File: config.mk
export PLATFORM = sky130hd
export DESIGN_NAME = instr_fetch_unit
export DESIGN_NICKNAME = d
export VERILOG_FILES = /design/src/rtl/ifu_pkg.sv /design/src/rtl/ifu_fifo.sv /design/src/rtl/instr_fetch_unit.sv
export SDC_FILE = /design/constraint.sdc
export NUM_CORES = 1
export LEC_CHECK = 0
export BUFFER_PORTS_ARGS = -buffer_cell sky130_fd_sc_hd__buf_2
export CORE_ASPECT_RATIO = 0.6
export CORE_MARGIN = 4
export CORE_UTILIZATION = 55
export DETAILED_ROUTE_END_ITERATION = 6
export PLACE_DENSITY = 0.79
export SLEW_MARGIN = 0
export SYNTH_ARGS = -nofsm -noshare
export SYNTH_HDL_FRONTEND = slang
export SYNTH_SLANG_ARGS = --single-unit
File: constraint.sdc
create_clock -name clk_100mhz -period 4 [get_ports clk_100mhz]
set_input_delay 0.4 -clock clk_100mhz [delete_from_list [all_inputs] [get_ports clk_100mhz]]
set_output_delay 0.4 -clock clk_100mhz [all_outputs]
set_load 0.01 [all_outputs]
File: src/rtl/ifu_pkg.sv
// Shared types and constants for the instruction fetch unit.
package ifu_pkg;

    typedef enum logic [1:0] {
        S_BOOT,
        S_FETCH,
        S_HOLD
    } fetch_state_t;

    typedef struct packed {
        logic [31:0] pc;
        logic [31:0] instr;
    } fetch_entry_t;

    localparam logic [31:0] NOP_INSTR = 32'h0000_0013;

endpackage

File: src/rtl/ifu_fifo.sv
// Return buffer for fetched {pc, instr} entries: synchronous FIFO with flush.
module ifu_fifo
    import ifu_pkg::*;
#(
    parameter int DEPTH = 4
) (
    input  logic                   clk,
    input  logic                   rst_n,
    input  logic                   flush,
    input  logic                   push,
    input  fetch_entry_t           push_data,
    input  logic                   pop,
    output fetch_entry_t           head,
    output logic [$clog2(DEPTH):0] count
);

    localparam int PW = $clog2(DEPTH);

    fetch_entry_t  mem [DEPTH];
    logic [PW-1:0] wr_ptr;
    logic [PW-1:0] rd_ptr;
    logic          do_push;
    logic          do_pop;

    // A flush discards the entry arriving in the same cycle as well.
    assign do_push = push && !flush;
    assign do_pop  = pop && !flush && (count != '0);
    assign head    = mem[rd_ptr];

    // Entry storage; reset contents are never presented as valid.
    always_ff @(posedge clk or negedge rst_n) begin
        if (!rst_n) begin
            for (int unsigned i = 0; i < DEPTH; i++) begin
                mem[i] <= '{pc: '0, instr: NOP_INSTR};
            end
        end else if (do_push) begin
            mem[wr_ptr] <= push_data;
        end
    end

    // Pointer and occupancy tracking; pointers wrap naturally (DEPTH is a power of 2).
    always_ff @(posedge clk or negedge rst_n) begin
        if (!rst_n) begin
            wr_ptr <= '0;
            rd_ptr <= '0;
            count  <= '0;
        end else if (flush) begin
            wr_ptr <= '0;
            rd_ptr <= '0;
            count  <= '0;
        end else begin
            if (do_push) wr_ptr <= wr_ptr + PW'(1);
            if (do_pop)  rd_ptr <= rd_ptr + PW'(1);
            count <= count + (PW+1)'(do_push) - (PW+1)'(do_pop);
        end
    end

endmodule

File: src/rtl/instr_fetch_unit.sv
// Instruction fetch unit: walks the fetch PC, issues fixed-latency BRAM reads,
// buffers returned words and hands {pc, instr} to the core over valid/ready.
// Optional feature macro: IFU_MISALIGN_CHECK_EN (sticky misaligned-redirect stop).
module instr_fetch_unit
    import ifu_pkg::*;
#(
    parameter logic [31:0] RESET_PC    = 32'h0000_0000,
    parameter int          ADDR_W      = 12,
    parameter int          MEM_LATENCY = 2,
    parameter int          FIFO_DEPTH  = 4
) (
    input  logic              clk_100mhz,
    input  logic              rst_in,
    input  logic              redirect_valid,
    input  logic [31:0]       redirect_pc,
    output logic [31:0]       instr_out,
    output logic [31:0]       pc_out,
    output logic              instr_valid_out,
    input  logic              instr_ready_in,
    output logic              imem_en_out,
    output logic [ADDR_W-1:0] imem_addr_out,
    input  logic [31:0]       imem_data_in
`ifdef IFU_MISALIGN_CHECK_EN
    ,
    output logic              misalign_out
`endif
);

    localparam int CW = $clog2(FIFO_DEPTH) + 1;

    fetch_state_t           state;
    fetch_state_t           state_next;
    logic [31:0]            fetch_pc;
    logic                   epoch;
    logic [MEM_LATENCY-1:0] pipe_valid;
    logic [MEM_LATENCY-1:0] pipe_epoch;
    logic [31:0]            pipe_pc [MEM_LATENCY];
    logic [CW-1:0]          fifo_count;
    fetch_entry_t           fifo_head;
    logic                   fifo_empty;
    logic                   issue;
    logic                   credit;
    logic                   push;
    logic                   pop;
    logic                   bad_redirect;
    logic                   halted;
    logic [31:0]            redirect_target;
    int unsigned            inflight;

`ifdef IFU_MISALIGN_CHECK_EN
    logic misalign;

    assign bad_redirect    = redirect_valid && (redirect_pc[1:0] != 2'b00);
    assign redirect_target = redirect_pc;
    assign halted          = misalign;
    assign misalign_out    = misalign;

    // Sticky misalign flag; only a later redirect (or reset) re-evaluates it.
    always_ff @(posedge clk_100mhz or negedge rst_in) begin
        if (!rst_in)             misalign <= 1'b0;
        else if (redirect_valid) misalign <= bad_redirect;
    end
`else
    assign bad_redirect    = 1'b0;
    assign redirect_target = redirect_pc & ~32'h3;
    assign halted          = 1'b0;
`endif

    // Reads issued but not yet returned, stale-epoch ones included (conservative credit).
    always_comb begin
        inflight = 0;
        for (int unsigned i = 0; i < MEM_LATENCY; i++) begin
            inflight += 32'(pipe_valid[i]);
        end
    end

    assign credit = (inflight + 32'(fifo_count)) < 32'(FIFO_DEPTH);

    // Next-state and issue decision; a redirect overrides everything that cycle.
    always_comb begin
        state_next = state;
        issue      = 1'b0;
        if (redirect_valid) begin
            state_next = bad_redirect ? S_HOLD : S_FETCH;
        end else begin
            case (state)
                S_BOOT:  state_next = S_FETCH;
                S_FETCH: begin
                    if (credit && !halted) issue = 1'b1;
                    else                   state_next = S_HOLD;
                end
                S_HOLD:  if (credit && !halted) state_next = S_FETCH;
                default: state_next = S_BOOT;
            endcase
        end
    end

    // State register.
    always_ff @(posedge clk_100mhz or negedge rst_in) begin
        if (!rst_in) state <= S_BOOT;
        else         state <= state_next;
    end

    // Fetch PC and epoch; a redirect restarts the stream and invalidates older reads.
    always_ff @(posedge clk_100mhz or negedge rst_in) begin
        if (!rst_in) begin
            fetch_pc <= RESET_PC;
            epoch    <= 1'b0;
        end else if (redirect_valid) begin
            fetch_pc <= redirect_target;
            epoch    <= ~epoch;
        end else if (issue) begin
            fetch_pc <= fetch_pc + 32'd4;
        end
    end

    // In-flight pipe: tail lines up with imem_data_in for the same read.
    always_ff @(posedge clk_100mhz or negedge rst_in) begin
        if (!rst_in) begin
            pipe_valid <= '0;
            pipe_epoch <= '0;
            for (int unsigned i = 0; i < MEM_LATENCY; i++) pipe_pc[i] <= '0;
        end else begin
            pipe_valid[0] <= issue;
            pipe_epoch[0] <= epoch;
            pipe_pc[0]    <= fetch_pc;
            for (int unsigned i = 1; i < MEM_LATENCY; i++) begin
                pipe_valid[i] <= pipe_valid[i-1];
                pipe_epoch[i] <= pipe_epoch[i-1];
                pipe_pc[i]    <= pipe_pc[i-1];
            end
        end
    end

    assign push = pipe_valid[MEM_LATENCY-1] && (pipe_epoch[MEM_LATENCY-1] == epoch);

    ifu_fifo #(
        .DEPTH(FIFO_DEPTH)
    ) u_fifo (
        .clk      (clk_100mhz),
        .rst_n    (rst_in),
        .flush    (redirect_valid),
        .push     (push),
        .push_data('{pc: pipe_pc[MEM_LATENCY-1], instr: imem_data_in}),
        .pop      (pop),
        .head     (fifo_head),
        .count    (fifo_count)
    );

    assign fifo_empty      = (fifo_count == '0);
    assign instr_valid_out = !fifo_empty && !redirect_valid;
    assign pop             = instr_valid_out && instr_ready_in;
    assign pc_out          = fifo_empty ? RESET_PC : fifo_head.pc;
    assign instr_out       = fifo_empty ? '0 : fifo_head.instr;
    assign imem_en_out     = issue;
    assign imem_addr_out   = fetch_pc[ADDR_W+1:2];

endmodule

==> metrics <==
sequential cell area fraction in the yosys report 57.6%; critical path capture point type output port; min cycle time layout 3.10 ns; Setup crit start kind flip-flop; Initial DRT Pass Iterations 4; synth-to-layout area growth 13.2%; Most used DFF post-synth dfrtp_1; CTS Buf Count 31; critical path launch point u_fifo.rd_ptr[0]; initial antenna violation count 0; synth unique cells 43; Power Density 682 nW/um2; EDFF count, synth 0; Psw 3.52 mW; Placed Cells 1453; fin crit share 77.5%; setup bufs post-CTS 0; post-route antenna net violation count 0; Total GRT Usage 21.5%; # IOs 146; CTS tree built; synthesis-stage register bit count 352; Arr. time, crit path 2.70 ns; Final Hold Fails 0; commonest cells after routing, fill and taps aside dfrtp_1 (338), mux2_2 (254), buf_2 (140), mux4_2 (62), and2_1 (62); Hold Worst Slack 0.0412 ns; Rows 46; Routed WL 32300 um; Worst-Skew Late Latency 0.57 ns; nets@finish 1205; Post-Syn Area 15300 um2; Max FO, Critical Path 40; Worst slew margin 29.6%; Pins Over Slew Limit 0; root buf cell clkbuf_16; required time of the critical path 3.60 ns; WHS Path Cells 3; Finished Layout Cells 1509; slew at the pin closest to its max-slew limit 1.06 ns; H-tree levels 1; commonest non-fill, non-tap cell in the layout dfrtp_1; Die Area 30700 um2; Die Wd 223 um; DP HPWL 19900 um; slack of the worst reg-to-reg path 1.01 ns; Mapped Cells 1006; RSZ-0062 raised after global routing false; Final Instance Area 17300 um2; Worst Min Path Start redirect_pc[28]; vias 8677; drt via density 5.75; clk slew on worst S/H paths 0.07 ns; Max Root-Sink Buffers 3; RR Endpoint u_fifo.mem[29]; critical path capture point pc_out[30]; ys async rst share 100%; outcome finished, final reports clean; internal power 8.31 mW; max_cap viols 0; routability congestion estimate 0.780; first-pass GRT wire length 52000 um; Worst R2R Start epoch; sw frac 29.7%; clock power share 25.1%; remaining global-route overflow 0; Post-Syn Area per Cell 15.2 um2; CTS Sinks 352; Initial Util 56.9%; Flop pwr share 44.9%; Sum Neg Setup Slack 0 ns; Ys Warns 0; largest net degree at the start of global routing 128; IO Port Bufs 141; Setup-failing EPs final 0; post-placement cell area 16300 um2; Die H 137 um; Tightest Hold Check Type in2reg; VDD IR max 432 uV; clk_skew 0.0232 ns; Starting DRT DRC Count 553; vias in the first global route 9274; ANT cells 0; Crit Path Category reg2out; Logic pwr share 30.0%; Core Footprint 26900 um2; Fmax 323 MHz; leakage power total 8.07 nW; # DRC 0; share of layout cells above drive strength 1 49.1%; drt wl/cell 21.4 um; FF-to-FF path depth 6; Filler cells 1955
## synthesized netlist by cell type, types with 9 or more instances
library cell  instances  area share (%)
nor2_1                9            0.22
xor2_1               10            0.57
dfrtp_1             340              56
buf_2                 9            0.29
inv_1                11            0.27
o21ai_0              17            0.56
ha_1                  9            0.74
xnor2_1              26             1.5
and2_1               62             2.5
mux4_2               62             9.1
mux2_2              254              19
a2111oi_2            12             1.2
dfstp_2              12             2.1
nand3_1              11            0.36
nand2_1              43             1.1
buf_4                14            0.69
clkbuf_1             47             1.2
## repair_timing
item,in CTS,in global routing
endpoints found under the hold margin,85,0
hold buffers,1,0
resized for setup,0,0
## registers in the layout, summed over array words and instances (netlist names)
name and cells:
pipe_pc 60, pipe_epoch 2, u_fifo.rd_ptr 2, u_fifo.mem 248
pipe_valid 2, u_fifo.wr_ptr 2, state 2, epoch 1
fetch_pc 30, u_fifo.count 3
## power by group through the flow
| stage | Sequential [mW] | Clock (mW) | Combinational, mW |
|---|---|---|---|
| 5_1_grt | 5.44 | 3.18 | 3.86 |
| 3_3_place_gp | 5.28 | 0 | 3.49 |
| 3_5_place_dp | 5.35 | 0 | 3.57 |
| 2_1_floorplan | 5.03 | 0 | 2.70 |
| 4_1_cts | 5.31 | 3.03 | 3.60 |
| 6_report | 5.31 | 2.97 | 3.54 |
## how the worst min path moves through the flow
stage / slack, ns / to
after floorplan: 0.10 / epoch
after global placement: 0.33 / pipe_pc[21]
after detailed placement: 0.33 / pipe_pc[21]
after CTS: 0.01 / fetch_pc[28]
after global routing: 0.04 / fetch_pc[24]
final: 0.04 / fetch_pc[28]
## final cells by class
cell class | instances | area, um2 | share of cell area [%]
Sequential cell | 352 | 8830 | 50.9
Multi-Input combinational cell | 569 | 6110 | 35.3
Timing Repair Buffer | 162 | 901 | 5.19
Clock buffer | 45 | 888 | 5.12
Tap cell | 360 | 450 | 2.60
Clock inverter | 10 | 115 | 0.664
Inverter | 11 | 41.3 | 0.238
## through the flow
step	utilization, %	power [mW]	setup WS [ns]
after floorplan	-	7.74	1.73
after global placement	60.6	8.77	1.09
after detailed placement	60.6	8.93	1.02
after CTS	64.4	11.9	0.813
after global routing	64.4	12.5	0.726
final	64.4	11.8	0.901
## critical path: stages (launching register included)
cell and delay (ns):
dfrtp_4 0.80, buf_12 0.39, mux4_2 0.61, and2_1 0.19, buf_2 0.13
## cells by family after synthesis
logic type,count (synthesis),share of synthesized area (%)
flip-flops,352,57.6
AND/OR/NAND/NOR,146,5.24
multiplexers,317,27.9
buffers and inverters,86,2.77
XOR/XNOR,36,2.06
adder cells (fa/ha/maj),10,0.866
other,1,0.0245
AO/OA/AOI/OAI,58,3.57
## per-layer routing
layer | part of all wire [%] | global-route usage [%]
met1 | 46 | 31.5
met5 | 0 | 0
met2 | 47 | 34.8
met3 | 5.2 | 4.15
met4 | 0.95 | 3.49
Power figures use the tool's default switching activity.
